**config.mk**
```make
export PLATFORM = sky130hd
export DESIGN_NAME = port_alloc_unit_rr
export DESIGN_NICKNAME = d
export VERILOG_FILES = /design/src/rtl/port_alloc_unit_rr.sv
export SDC_FILE = /design/constraint.sdc
export NUM_CORES = 1
export LEC_CHECK = 0
export BUFFER_PORTS_ARGS = -buffer_cell sky130_fd_sc_hd__clkbuf_2
export CAP_MARGIN = 5
export CORE_MARGIN = 4
export CORE_UTILIZATION = 55
export CTS_CLUSTER_DIAMETER = 50
export CTS_CLUSTER_SIZE = 12
export DETAILED_ROUTE_END_ITERATION = 10
export MAX_ROUTING_LAYER = met4
export PLACE_DENSITY = 0.85
export SLEW_MARGIN = 10
export SYNTH_ARGS = -nofsm -noshare
export SYNTH_HDL_FRONTEND = slang
export SYNTH_SLANG_ARGS = --single-unit
```
**constraint.sdc**
```tcl
create_clock -name clk -period 6 [get_ports clk]
set_input_delay 1.2 -clock clk [delete_from_list [all_inputs] [get_ports clk]]
set_output_delay 1.2 -clock clk [all_outputs]
set_load 0.02 [all_outputs]
```
**src/rtl/port_alloc_unit_rr.sv**
```systemverilog
// Round-robin write-port-group allocator with store-order FIFO, load tracking and op3 read-port reservation.
// Optional feature macro: PAU_SKIP_BUSY_EN (selection skips busy port groups instead of waiting on the pointer).
module port_alloc_unit_rr #(
  parameter int R_PORTS_NUM        = 8,
  parameter int W_PORTS_NUM        = 4,
  parameter int MAX_ST_OUTSTANDING = 2,
  parameter int MAX_LD_OUTSTANDING = 1
) (
  input  logic                           clk,
  input  logic                           rst,
  input  logic [11:0]                    instr_vld_i,
  output logic [11:0]                    instr_rdy_o,
  input  logic                           vrf_starting_addr_vld_i,
  input  logic [W_PORTS_NUM-1:0]         dependancy_issue_i,
  input  logic [W_PORTS_NUM-1:0]         port_rdy_i,
  output logic [W_PORTS_NUM-1:0]         start_o,
  output logic [$clog2(W_PORTS_NUM)-1:0] alloc_port_o,
  output logic                           alloc_port_vld_o,
  output logic [$clog2(R_PORTS_NUM)-1:0] op3_port_sel_o,
  output logic                           op3_port_vld_o,
  output logic [$clog2(W_PORTS_NUM)-1:0] store_driver_o,
  output logic                           store_driver_vld_o
);

  localparam int PW    = $clog2(W_PORTS_NUM);
  localparam int RW    = $clog2(R_PORTS_NUM);
  localparam int OP3_N = (W_PORTS_NUM < R_PORTS_NUM / 2) ? W_PORTS_NUM : R_PORTS_NUM / 2;
  localparam int SW    = (MAX_ST_OUTSTANDING > 1) ? $clog2(MAX_ST_OUTSTANDING) : 1;
  localparam int SCW   = $clog2(MAX_ST_OUTSTANDING + 1);
  localparam int LCW   = $clog2(MAX_LD_OUTSTANDING + W_PORTS_NUM + 1);

  logic [PW-1:0]          ptr;
  logic [PW-1:0]          sel;
  logic [PW-1:0]          st_mem [MAX_ST_OUTSTANDING];
  logic [SW-1:0]          st_rd;
  logic [SW-1:0]          st_wr;
  logic [SCW-1:0]         st_cnt;
  logic [LCW-1:0]         ld_cnt;
  logic [LCW-1:0]         ld_dec;
  logic [W_PORTS_NUM-1:0] load_busy;
  logic [W_PORTS_NUM-1:0] ld_done;
  logic [W_PORTS_NUM-1:0] ld_set;
  logic [W_PORTS_NUM-1:0] op3_busy;
  logic [W_PORTS_NUM-1:0] op3_set;
  logic [W_PORTS_NUM-1:0] start;
  logic [PW-1:0]          head;
  logic [PW-1:0]          op3_idx;
  logic                   op3_found;
  logic                   no_dep;
  logic                   any_rdy;
  logic                   base;
  logic                   sel_ok;
  logic                   st_full;
  logic                   st_empty;
  logic                   ld_ok;
  logic [10:0]            rdy_lo;
  logic                   rdy_cfg;
  logic                   issue;
  logic                   st_push;
  logic                   st_pop;
  logic                   ld_fire;
  logic                   op3_fire;
  logic                   unused_cfg_vld;

  // Config valid only gates readiness externally; it never triggers an allocation.
  assign unused_cfg_vld = instr_vld_i[11];

  assign no_dep   = (dependancy_issue_i == '0);
  assign any_rdy  = |port_rdy_i;
  assign base     = !rst && no_dep && any_rdy;
  assign st_full  = (st_cnt == SCW'(MAX_ST_OUTSTANDING));
  assign st_empty = (st_cnt == '0);
  assign head     = st_mem[st_rd];
  assign ld_ok    = (int'(ld_cnt) < MAX_LD_OUTSTANDING);

`ifdef PAU_SKIP_BUSY_EN
  function automatic logic [PW-1:0] wrap_add(input logic [PW-1:0] b, input int k);
    int s;
    s = int'(b) + k;
    if (s >= W_PORTS_NUM) s = s - W_PORTS_NUM;
    return PW'(s);
  endfunction

  // Scan downwards so the nearest ready group after the pointer wins.
  always_comb begin
    sel = ptr;
    for (int k = W_PORTS_NUM - 1; k >= 0; k--)
      if (port_rdy_i[wrap_add(ptr, k)]) sel = wrap_add(ptr, k);
  end

  assign sel_ok = any_rdy;
`else
  assign sel    = ptr;
  assign sel_ok = port_rdy_i[sel];
`endif

  always_comb begin
    op3_found = 1'b0;
    op3_idx   = '0;
    for (int i = OP3_N - 1; i >= 0; i--) begin
      if (port_rdy_i[i] && !op3_busy[i] && (PW'(i) != sel)) begin
        op3_found = 1'b1;
        op3_idx   = PW'(i);
      end
    end
  end

  assign rdy_lo[1:0]  = {2{base && op3_found}};
  assign rdy_lo[3:2]  = {2{base && !st_full}};
  assign rdy_lo[5:4]  = {2{base && ld_ok && (instr_vld_i[3:2] == 2'b00)}};
  assign rdy_lo[10:6] = {5{base}};

  assign issue    = !rst && vrf_starting_addr_vld_i && no_dep && sel_ok && |(instr_vld_i[10:0] & rdy_lo);
  assign st_push  = issue && |(instr_vld_i[3:2] & rdy_lo[3:2]);
  assign ld_fire  = issue && |(instr_vld_i[5:4] & rdy_lo[5:4]);
  assign op3_fire = issue && |(instr_vld_i[1:0] & rdy_lo[1:0]);
  assign st_pop   = !st_empty && port_rdy_i[head] && !(st_push && (sel == head));

  always_comb begin
    start   = '0;
    ld_set  = '0;
    op3_set = '0;
    if (issue)    start[sel]       = 1'b1;
    if (ld_fire)  ld_set[sel]      = 1'b1;
    if (op3_fire) op3_set[op3_idx] = 1'b1;
  end

  assign rdy_cfg = base && (&port_rdy_i) && st_empty && (ld_cnt == '0) &&
                   (op3_busy == '0) && (start == '0);

  // Each tracked load retires once its port reports idle; a new load on the same port keeps it busy.
  assign ld_done = load_busy & port_rdy_i;

  always_comb begin
    ld_dec = '0;
    for (int i = 0; i < W_PORTS_NUM; i++) ld_dec = ld_dec + LCW'(ld_done[i]);
  end

  assign instr_rdy_o        = {rdy_cfg, rdy_lo};
  assign start_o            = start;
  assign alloc_port_vld_o   = issue;
  assign alloc_port_o       = rst ? '0 : sel;
  assign op3_port_vld_o     = !rst && op3_found;
  assign op3_port_sel_o     = rst ? '0 : RW'(op3_idx);
  assign store_driver_vld_o = !rst && !st_empty;
  assign store_driver_o     = rst ? '0 : head;

  always_ff @(posedge clk) begin
    if (rst) begin
      ptr       <= '0;
      st_rd     <= '0;
      st_wr     <= '0;
      st_cnt    <= '0;
      ld_cnt    <= '0;
      load_busy <= '0;
      op3_busy  <= '0;
      for (int i = 0; i < MAX_ST_OUTSTANDING; i++) st_mem[i] <= '0;
    end else begin
      if (issue) ptr <= (sel == PW'(W_PORTS_NUM - 1)) ? '0 : sel + PW'(1);
      if (st_push) begin
        st_mem[st_wr] <= sel;
        st_wr         <= (st_wr == SW'(MAX_ST_OUTSTANDING - 1)) ? '0 : st_wr + SW'(1);
      end
      if (st_pop) st_rd <= (st_rd == SW'(MAX_ST_OUTSTANDING - 1)) ? '0 : st_rd + SW'(1);
      if (st_push && !st_pop)      st_cnt <= st_cnt + SCW'(1);
      else if (st_pop && !st_push) st_cnt <= st_cnt - SCW'(1);
      load_busy <= (load_busy & ~ld_done) | ld_set;
      ld_cnt    <= ld_cnt + LCW'(ld_fire) - ld_dec;
      op3_busy  <= (op3_busy & ~port_rdy_i) | op3_set;
    end
  end

endmodule

```
==> run_results.csv <==
group,metric,value,unit
pwr,irDropWorstVdd,141.6,µV
worst_setup_path,cpMaxStageDelayCell,"o41ai_2",
synthesis,syn-num-nets,201,
place,gp_congestion,0.8752,
finish,fin_cells,236,
clock_tree,htreeDepth,1,
worst_setup_path,cp_max_fo,9,
finish,drive_above_1_share,31.22,%
worst_setup_path,crit_cells,6,
worst_setup_path,r2r_cells,10,
synthesis,synth_area_leader_cell,"dfxtp_1",
floorplan,fp.dieArea,3748,µm²
clock_tree,cts_made_buffers,3,
floorplan,die_height,61.22,µm
finish,fin_nets,239,
synthesis,async_flop_share,0,%
drt,avgRoutedWirePerCell,14.16,µm
worst_setup_path,path_buf_inv,2,
finish,area_growth,13.41,%
drt,routed_wirelength,3.342,mm
worst_setup_path,r2r-start,"ptr[0]",
timing,period_needed,4.166,ns
synthesis,synthDistinctLibCells,47,
drt,num_vias,1315,
clock_tree,cts_tree,"done",
finish,design_area,1767,µm²
synthesis,netlist_top_cells_count,"27 x nor2_1, 18 x dfxtp_1, 13 x inv_1",
clock_tree,cts_hold_buf,0,
place,dp_hpwl,2.581,mm
synthesis,synthTopCellsByArea,"dfxtp_1 23%, edfxtp_1 7.7%, nor2_1 6.5%, ha_1 5.6%, buf_4 4.8%",
clock_tree,clockBufferDepth,2,
synthesis,netlist_instances,168,
worst_setup_path,cp-start-kind,"input port",
clock_tree,cts_setup_buffers,0,
global_routing,grt_pass1_vias,1179,
drt,vias_per_cell,5.572,
clock_tree,cts_root_buf,"clkbuf_4",
finish,fillers,222,
clock_tree,post_cts_resize_count,0,
worst_hold_path,hold_class,"flip-flop to flip-flop",
worst_hold_path,hold_path_depth,2,
drt,drc,0,
synthesis,ys_seq_elements,22,
timing,slew_headroom,61.25,%
timing,fin_crit_sh,69.43,%
synthesis,seq_area_frac_synth,30.84,%
worst_setup_path,cp-end-kind,"primary output",
worst_setup_path,crit_chain,"clkbuf_2 -> nor3b_2 -> o41ai_2 -> a41oi_4 -> a2111oi_2 -> clkbuf_2",
worst_setup_path,arrival,2.97,ns
synthesis,synth_flop_cell,"dfxtp_1",
floorplan,row_count,19,
timing,rsz0062_at_grt,"false",
floorplan,die_x,61.22,µm
drt,dr.pass1.iters,4,
worst_setup_path,startpoint,"port_rdy_i[0]",
floorplan,core,2734,µm²
worst_setup_path,crit_top_cell,"clkbuf_2",
finish,antenna_cells,0,
global_routing,grt_max_degree,30,
global_routing,grt.overflow.total,0,
worst_setup_path,path_delay_family,"compound AO/OA/AOI/OAI gates",
synthesis,synth_edf_count,4,
global_routing,antenna_found_initial,0,
synthesis,synth_top_area_share,23.13,%
global_routing,grt.total_usage,19.60,%
timing,fmax,0.2401,GHz
synthesis,synth_warnings,0,
timing,maxSlewViolCount,0,
job,maxCapViolations,0,
clock_tree,cts.clk_slew.worst_paths,0.13,ns
floorplan,boundaryPins,49,
drt,drtIter0Drc,34,
place,place_area,1740,µm²
floorplan,start_util,56.98,%
place,io_buffers,46,
timing,clock_skew,0.006058,ns
timing,whs,0.5120,ns
pwr,powerDensity,178.6,nW/µm²
clock_tree,cts_sinks,22,
worst_setup_path,critPathMaxStageDelay,0.49,ns
worst_setup_path,critical_path_class,"input port to primary output",
place,place_inst,232,
worst_setup_path,cp.required,4.80,ns
status,status,"complete, no violations",
pwr,leakage,0.7932,nW
global_routing,grt_pass1_wl,5.382,mm
timing,finalSetupTns,0,ns
synthesis,syn_avg_cell_area,9.272,µm²
worst_hold_path,hp-start,"op3_busy[3]",
synthesis,yosysMostFrequentCell,"nor2_1",
clock_tree,clkLatencyLatePin,0.32,ns
timing,hold_viol_final,0,
drt,final_antenna_net_count,0,
timing,worst_pin_slew,0.5813,ns
timing,finalSetupViolCount,0,
synthesis,synthesis.area,1558,µm²
## cell usage in the layout, fill, tap and decap left out, types with 3 or more instances in the layout
| cell type | instances |
|---|---|
| o21ai_0 | 3 |
| fa_1 | 3 |
| a21oi_1 | 7 |
| nand2_1 | 3 |
| edfxtp_1 | 4 |
| nor3_1 | 3 |
| and2_1 | 7 |
| nand2b_1 | 5 |
| nor2b_1 | 5 |
| inv_1 | 13 |
| mux2i_1 | 3 |
| ha_1 | 7 |
| or3_1 | 3 |
| clkbuf_4 | 3 |
| xnor2_1 | 5 |
| nor3b_2 | 4 |
| dfxtp_1 | 18 |
| clkbuf_2 | 46 |
| nor2_1 | 27 |
## metal layers
layer,wire (µm),vias to the layer above,global-route usage [%]
met2,1477,52,30.06
met4,37,0,4.644
met1,1549,617,27.04
met5,0,-,-
met3,278,5,3.145
li1,-,641,-
## sequential cells by signal (all words and copies together), names as in the netlist, named ones only
name,flops
ld_cnt,3
load_busy,4
op3_busy,4
ptr,2
st_cnt,2
st_mem,4
st_rd,1
st_wr,1
## report_power, final
part	switching [W]	leakage [nW]	internal, W
Combinational	0.0000432	0.591	0.0000335
Clock	0.0000473	0.0154	0.0000244
Sequential	0.00000872	0.186	0.000158
## cells by family after synthesis
group	count (synthesis)	synth area share [%]
other	1	0.2407
buffers and inverters	26	8.675
multiplexers	8	7.148
AND/OR/NAND/NOR	71	27.63
XOR/XNOR	7	3.936
flip-flops	22	30.84
adder cells (fa/ha/maj)	10	9.478
AO/OA/AOI/OAI	23	12.05
## path summary, 6_finish.rpt
check	to	slack (ns)
max reg2reg	ld_cnt[2]	3.04
min	op3_busy[3]	0.51
max	instr_rdy_o[11]	1.83
min reg2reg	op3_busy[3]	0.51
## final cells by class
class | instances | area [µm²] | share of cell area (%)
clock buffer | 3 | 22.52 | 1.275
clock inverter | 1 | 3.754 | 0.2125
inverter | 13 | 48.80 | 2.762
multi-input combinational | 120 | 942.2 | 53.33
sequential | 22 | 480.5 | 27.20
tap | 31 | 38.79 | 2.195
timing repair buffer | 46 | 230.2 | 13.03
## through the flow
stage          setup slack, ns  util (%)  total power [W]
4_1_cts                  1.822     64.62        0.0003166
6_report                 1.834     64.62        0.0003155
5_1_grt                  1.715     64.62        0.0003311
2_1_floorplan            2.200         -        0.0002248
3_3_place_gp             1.845     63.66        0.0002456
3_5_place_dp             1.843     63.66        0.0002468
## worst min-delay path, delay by kind of cell, from the launching register on
kind	cells	cell delay (ns)
flops	1	0.35
compound gates	1	0.06
simple gates	1	0.07
(Power assumes the default switching activity.)
